**config.mk**
```make
export PLATFORM = sky130hd
export DESIGN_NAME = img_line_server
export DESIGN_NICKNAME = d
export VERILOG_FILES = /design/src/rtl/img_line_server.sv
export SDC_FILE = /design/constraint.sdc
export NUM_CORES = 1
export LEC_CHECK = 0
export CAP_MARGIN = 30
export CORE_ASPECT_RATIO = 1.2
export CORE_MARGIN = 1.5
export CORE_UTILIZATION = 60
export CTS_CLUSTER_SIZE = 8
export DETAILED_ROUTE_END_ITERATION = 10
export GPL_ROUTABILITY_DRIVEN = 0
export GPL_TIMING_DRIVEN = 0
export PLACE_DENSITY = 0.84
export SETUP_SLACK_MARGIN = 0.02
export SLEW_MARGIN = 20
export SYNTH_ARGS = -nofsm -noshare
export SYNTH_HDL_FRONTEND = slang
export SYNTH_SLANG_ARGS = --single-unit
```
**constraint.sdc**
```tcl
create_clock -name clk -period 2.8 [get_ports clk]
set_clock_uncertainty 0.2 [all_clocks]
set_input_delay 0.7 -clock clk [delete_from_list [all_inputs] [get_ports clk]]
set_output_delay 0.7 -clock clk [all_outputs]
set_load 0.02 [all_outputs]
```
**src/rtl/img_line_server.sv**
```systemverilog
// Double-buffered 48-line frame store answering single line requests; IMG_LINE_WRAP_EN wraps out-of-range indices.
// Latency: req at edge N, done pulses in the cycle after edge N+2; busy is high for the two cycles in between.
// Backpressure: no queueing, so req is ignored while busy; a swap that arrives mid-request waits for RESP->IDLE.
module img_line_server #(
  parameter int LINE_W    = 6,
  parameter int NUM_LINES = 48,
  parameter int IDX_W     = 6
) (
  input  logic              clk,
  input  logic              reset,
  input  logic              wr_en,
  input  logic [IDX_W-1:0]  wr_idx,
  input  logic [LINE_W-1:0] wr_data,
  input  logic              swap,
  input  logic              req,
  input  logic [IDX_W-1:0]  req_line,
  output logic [LINE_W-1:0] line_data,
  output logic              done,
  output logic              err,
  output logic              busy,
  output logic              frame_valid
);

  typedef enum logic [1:0] {IDLE, FETCH, RESP} state_t;

  localparam int unsigned CW = IDX_W + 1;
  localparam logic [CW-1:0] NL = CW'(NUM_LINES);

  state_t state_q, state_d;

  logic [IDX_W-1:0]  idx_q;
  logic [LINE_W-1:0] data_q;
  logic              oor_q;
  logic              front_q;
  logic              swap_pending_q;
  logic              frame_valid_q;

  logic [LINE_W-1:0] bank0 [NUM_LINES];
  logic [LINE_W-1:0] bank1 [NUM_LINES];

  logic              accept;
  logic              toggle;
  logic              pend_set;
  logic [IDX_W-1:0]  rd_idx;
  logic [IDX_W-1:0]  wr_addr;
  logic              rd_ok;
  logic              wr_ok;
  logic [LINE_W-1:0] rd_word;

  function automatic logic in_range(input logic [IDX_W-1:0] i);
    return {1'b0, i} < NL;
  endfunction

  function automatic logic [IDX_W-1:0] wrap_idx(input logic [IDX_W-1:0] i);
    return IDX_W'({1'b0, i} % NL);
  endfunction

`ifdef IMG_LINE_WRAP_EN
  assign rd_idx  = wrap_idx(idx_q);
  assign rd_ok   = 1'b1;
  assign wr_addr = wrap_idx(wr_idx);
  assign wr_ok   = 1'b1;
`else
  assign rd_idx  = idx_q;
  assign rd_ok   = in_range(idx_q);
  assign wr_addr = wr_idx;
  assign wr_ok   = in_range(wr_idx);
`endif

  always_comb begin
    rd_word = '0;
    if (rd_ok) begin
      rd_word = front_q ? bank1[rd_idx] : bank0[rd_idx];
    end
  end

  // A swap is immediate only when no request is in flight or being accepted.
  always_comb begin
    state_d  = state_q;
    accept   = 1'b0;
    toggle   = 1'b0;
    pend_set = 1'b0;
    case (state_q)
      IDLE: begin
        if (req) begin
          accept  = 1'b1;
          state_d = FETCH;
        end
        if (swap) begin
          if (req) pend_set = 1'b1;
          else     toggle   = 1'b1;
        end
      end
      FETCH: begin
        state_d  = RESP;
        pend_set = swap;
      end
      RESP: begin
        state_d = IDLE;
        toggle  = swap_pending_q | swap;
      end
      default: state_d = IDLE;
    endcase
  end

  always_ff @(posedge clk) begin
    if (reset) begin
      state_q        <= IDLE;
      idx_q          <= '0;
      data_q         <= '0;
      oor_q          <= 1'b0;
      line_data      <= '0;
      done           <= 1'b0;
      err            <= 1'b0;
      front_q        <= 1'b0;
      swap_pending_q <= 1'b0;
      frame_valid_q  <= 1'b0;
    end else begin
      state_q <= state_d;
      if (accept) idx_q <= req_line;
      if (state_q == FETCH) begin
        data_q <= rd_word;
        oor_q  <= ~rd_ok;
      end
      done <= (state_q == RESP);
      err  <= (state_q == RESP) && oor_q;
      if (state_q == RESP) line_data <= data_q;
      if (toggle) begin
        front_q        <= ~front_q;
        frame_valid_q  <= 1'b1;
        swap_pending_q <= 1'b0;
      end else if (pend_set) begin
        swap_pending_q <= 1'b1;
      end
    end
  end

  // Writes always target the pre-toggle back bank, even on the swap edge.
  always_ff @(posedge clk) begin
    if (reset) begin
      for (int i = 0; i < NUM_LINES; i++) begin
        bank0[i] <= '0;
        bank1[i] <= '0;
      end
    end else if (wr_en && wr_ok) begin
      if (front_q) bank0[wr_addr] <= wr_data;
      else         bank1[wr_addr] <= wr_data;
    end
  end

  assign busy        = (state_q != IDLE);
  assign frame_valid = frame_valid_q;

endmodule
```
Word level (Yosys, flattened, before mapping)
Memory sizes are Yosys's and may differ from the RTL's. A register that Yosys moved wholly into a read port is not among the register bits.
Cells that the tools add are included.
- equality and inequality tests: 3
- bitwise logic cells: 3
- reduce and logical (&&, ||, !) cells: 7
- $lt $le $gt $ge: 2
- muxes and demuxes: 31
- operators by type and width (cell ; count):
    $mux 6 ; 10
    $mux 1 ; 17
    $lt 6x6->1 const B ; 2
    $reduce_or 6->1 ; 2
    $pmux 1 s2 ; 2
    $pmux 2 s2 ; 1
    $eq 2x1->1 const B ; 1
    $eq 2x2->1 const B ; 1
    $logic_and 1x1->1 ; 2
    $logic_not 2->1 ; 1
    $mux 2 ; 1
    $ne 2x2->1 const B ; 1
    $not 1->1 ; 2
    $reduce_bool 2->1 ; 1
    $reduce_or 2->1 ; 1
    $or 1x1->1 ; 1
- bits in registers: 26
- memories kept: 2
- RAM bits: 576
- bits of input ports: 23
- memory list (name ; words ; width ; read ports ; clocked after memory_dff ; wr ports ; line ; source):
    bank0 ; 48 ; 6 ; 1 ; 1 ; 48 ; 38 ; logic [LINE_W-1:0] bank0 [NUM_LINES];
    bank1 ; 48 ; 6 ; 1 ; 1 ; 48 ; 39 ; logic [LINE_W-1:0] bank1 [NUM_LINES];

Longest topological paths before layout
- word-level depth: 7
- mapped depth: 8
- mapped depth without buffers: 5

Least setup slack after synthesis
Ideal clock, no wire load.
- path kind: input to register
- start point: input wr_idx[1]
- end point: memory bank0[34][0] (enable)
- arrival: 2.014 ns
- stages: 5
- setup slack: 0.283 ns
- buffers on the path: 2
- cells stage by stage: clkbuf_1 -> or3b_2 -> clkbuf_1 -> nor2_1 -> or2_2
- RTL lines (what ; line ; source):
    start: declaration ; 12 ; input logic [IDX_W-1:0] wr_idx,
    end: declaration ; 38 ;

==> out/metrics.yaml <==
seq_area_frac_synth: 0.678
die_y_um: 267
grt_setup_unrepaired: "yes"
status: "finished with violations"
power_density_mw_per_mm2: 682
end_kind: "flop"
worst_slack_ns: -0.0448
finalCritPeriodShare: 1.02
io_pins: 33
syn_area_mm2: 0.0349
max_freq_ghz: 0.352
synth-async-reset-ratio: 0
port_buffers: 29
vias_per_cell: 6.34
max_slew_margin: 0.340
final_antenna_net_count: 0
grt.overflow.total: 0
htreeDepth: 3
clkTransAtPathRegs_ns: 0.05
synth_warnings: 0
antenna_found_initial: 1
rows: 96
grt_max_degree: 39
initial_core_util: 0.609
area_growth_pct: 16.6
clk_latency_ns: 0.67
nFillCells: 3442
cts_sinks: 800
core_area_mm2: 0.0574
dp.cells: 3144
drc: 0
slew_viol_final: 0
critPathLaunchType: "flop"
arrival_ns: 3.17
grt_pass1_wl_um: 133000
antennaDiodeCount: 0
vias: 21000
clockBufferDepth: 3
drt_iter0_markers: 2702
finalHoldViolations: 0
drv_cap: 0
grt_use_total: 0.312
wl_per_cell_um: 27.8
syn_avg_cell_area_um2: 16.0
regArea_mm2: 0.0237
cts-root-buf: "clkbuf_16"
finalWirelength_um: 92100
drive_above_1_share: 0.236
netlist_instances: 2179
required_ns: 3.13
synth_cell_types: 35
synth_flop_cell: "edfxtp_1"
crit_fanout: 10
period_minus_slack_ns: 2.84
p_total_mw: 27.8
post-route-util: 0.710
synth_edf_count: 768
finalSetupViolations: 22
hpwl_um: 63700
dieArea_mm2: 0.0597
crit_type: "flop to flop"
worst_pin_slew_ns: 0.990
fin_nets: 2548
cts_tree: "built"
violations: "negative setup slack"
power.leakage_nw: 14.8
firstDrtPassIters: 8
hold_class: "input port to flop"
cts-buffers-inserted: 109
grt_pass1_vias: 21600
die_x_um: 223
multi_input_area_mm2: 0.0118
irDropWorstVdd_uv: 526
final_cells: 3310
ys_seq_elements: 800
## layout by cell type, fill, tap and decap left out, types with 5 or more instances in the layout
cell type,n
a21o_1,5
or2_2,91
nand2_2,7
clkbuf_16,110
clkbuf_4,8
mux2i_1,12
nand2_1,14
clkdlybuf4s50_1,21
o41ai_2,11
edfxtp_1,768
nor2_1,40
mux4_2,192
clkbuf_1,141
a21oi_1,44
clkbuf_2,21
buf_6,21
a21oi_2,6
and3_1,40
conb_1,192
buf_2,14
a22oi_2,17
dfxtp_1,30
nor2_2,65
nor2_4,8
and2_1,546
buf_4,9
nand3_1,8
a22oi_1,79
## flip-flops by register name (all words and copies together) (netlist names), named ones only
name            count
frame_valid         1
bank1             384
line_data           6
front_q             1
state_q             2
err                 1
swap_pending_q      1
bank0             384
data_q              6
idx_q               6
done                1
oor_q               1
## metrics by stage
step                      setup slack (ns)  setup TNS (ns)  hold slack, ns  cell area [um2]
after detailed placement             -1.17         -755.57           0.251            37000
after CTS                          -0.0587           -3.52          0.0950            40400
after floorplan                      0.283               0           0.221            35700
after global routing                -0.133           -5.59           0.108            40800
final                              -0.0448          -0.143           0.106            40800
after global placement               -1.29         -885.49           0.232            36900
## cells in the mapped netlist, drive strengths merged (2+ instances only)
| library cell | n | share of area |
|---|---|---|
| edfxtp | 768 | 0.66 |
| and2 | 546 | 0.098 |
| mux4 | 192 | 0.12 |
| clkbuf | 127 | 0.014 |
| nor2 | 113 | 0.012 |
| a22oi | 96 | 0.021 |
| or2 | 91 | 0.016 |
| a21oi | 51 | 0.0073 |
| and3 | 40 | 0.0072 |
| dfxtp | 32 | 0.018 |
| buf | 31 | 0.0058 |
| nand2 | 21 | 0.0023 |
| mux2i | 12 | 0.0034 |
| o41ai | 12 | 0.0030 |
| nand3 | 11 | 0.0016 |
| a21o | 5 | 0.0011 |
| nor2b | 5 | 0.00089 |
| inv | 4 | 0.00043 |
| nand3b | 3 | 0.00064 |
| a2111oi | 2 | 0.00086 |
| nand2b | 2 | 0.00036 |
| nor3 | 2 | 0.00029 |
| nor3b | 2 | 0.00043 |
| nor4 | 2 | 0.00036 |
| or3b | 2 | 0.00050 |
## report_power, final
| part | total, mW | internal, mW | switching (mW) |
|---|---|---|---|
| registers | 13.9 | 13.7 | 0.189 |
| logic | 2.06 | 0.755 | 1.31 |
| clock network | 11.9 | 7.09 | 4.79 |
| total | 27.8 | 21.5 | 6.28 |
## path summary, 6_finish.rpt
check | start | endpoint | slack [ns] | cells after the start
max | flop | data_q[0] | -0.04 | 7
min | wr_data[3] | bank0[60][3] | 0.11 | 1
max reg2reg | flop | data_q[0] | -0.04 | 7
min reg2reg | oor_q | err | 0.27 | 1
## cells by family after synthesis
logic type,share of synthesized area
AOI/OAI and AO/OA,0.0334
xor gates and xnor gates,0.000251
buffers and inverters,0.0198
DFF,0.678
muxes,0.127
other,0.000107
and+or+nand+nor,0.141
## area by class of cell
class / instances / area share
Clock inverter: 4 / 0.00141
Clock buffer: 157 / 0.0719
Multi-Input combinational cell: 1408 / 0.289
Timing Repair Buffer: 45 / 0.0122
Tap cell: 735 / 0.0226
Inverter: 4 / 0.000368
Sequential cell: 800 / 0.582
Buffer: 157 / 0.0205
## per-layer routing
metal	track usage	routed length (um)	vias to the layer above
met5	0	0	-
met4	0.205	5870	0
met3	0.0687	9680	345
met2	0.533	46500	1391
met1	0.357	30000	10500
li1	-	-	8712
## worst max-delay path, stage by stage, from the launching register on
cell and delay [ns]:
dfxtp_2 0.40, buf_6 0.18, buf_8 0.20, mux4_2 0.55
a22oi_2 0.27, a21oi_1 0.22, o41ai_2 0.55, nand3_1 0.12
## what timing repair did
action / CTS / global route
buffers inserted: 0 / 3
pin swaps: 1 / 6
resized for setup: 115 / 122
cloned: 1 / 0
setup endpoints to repair: 615 / 599
hold buffers: 0 / 0
Power figures use the tool's default switching activity.
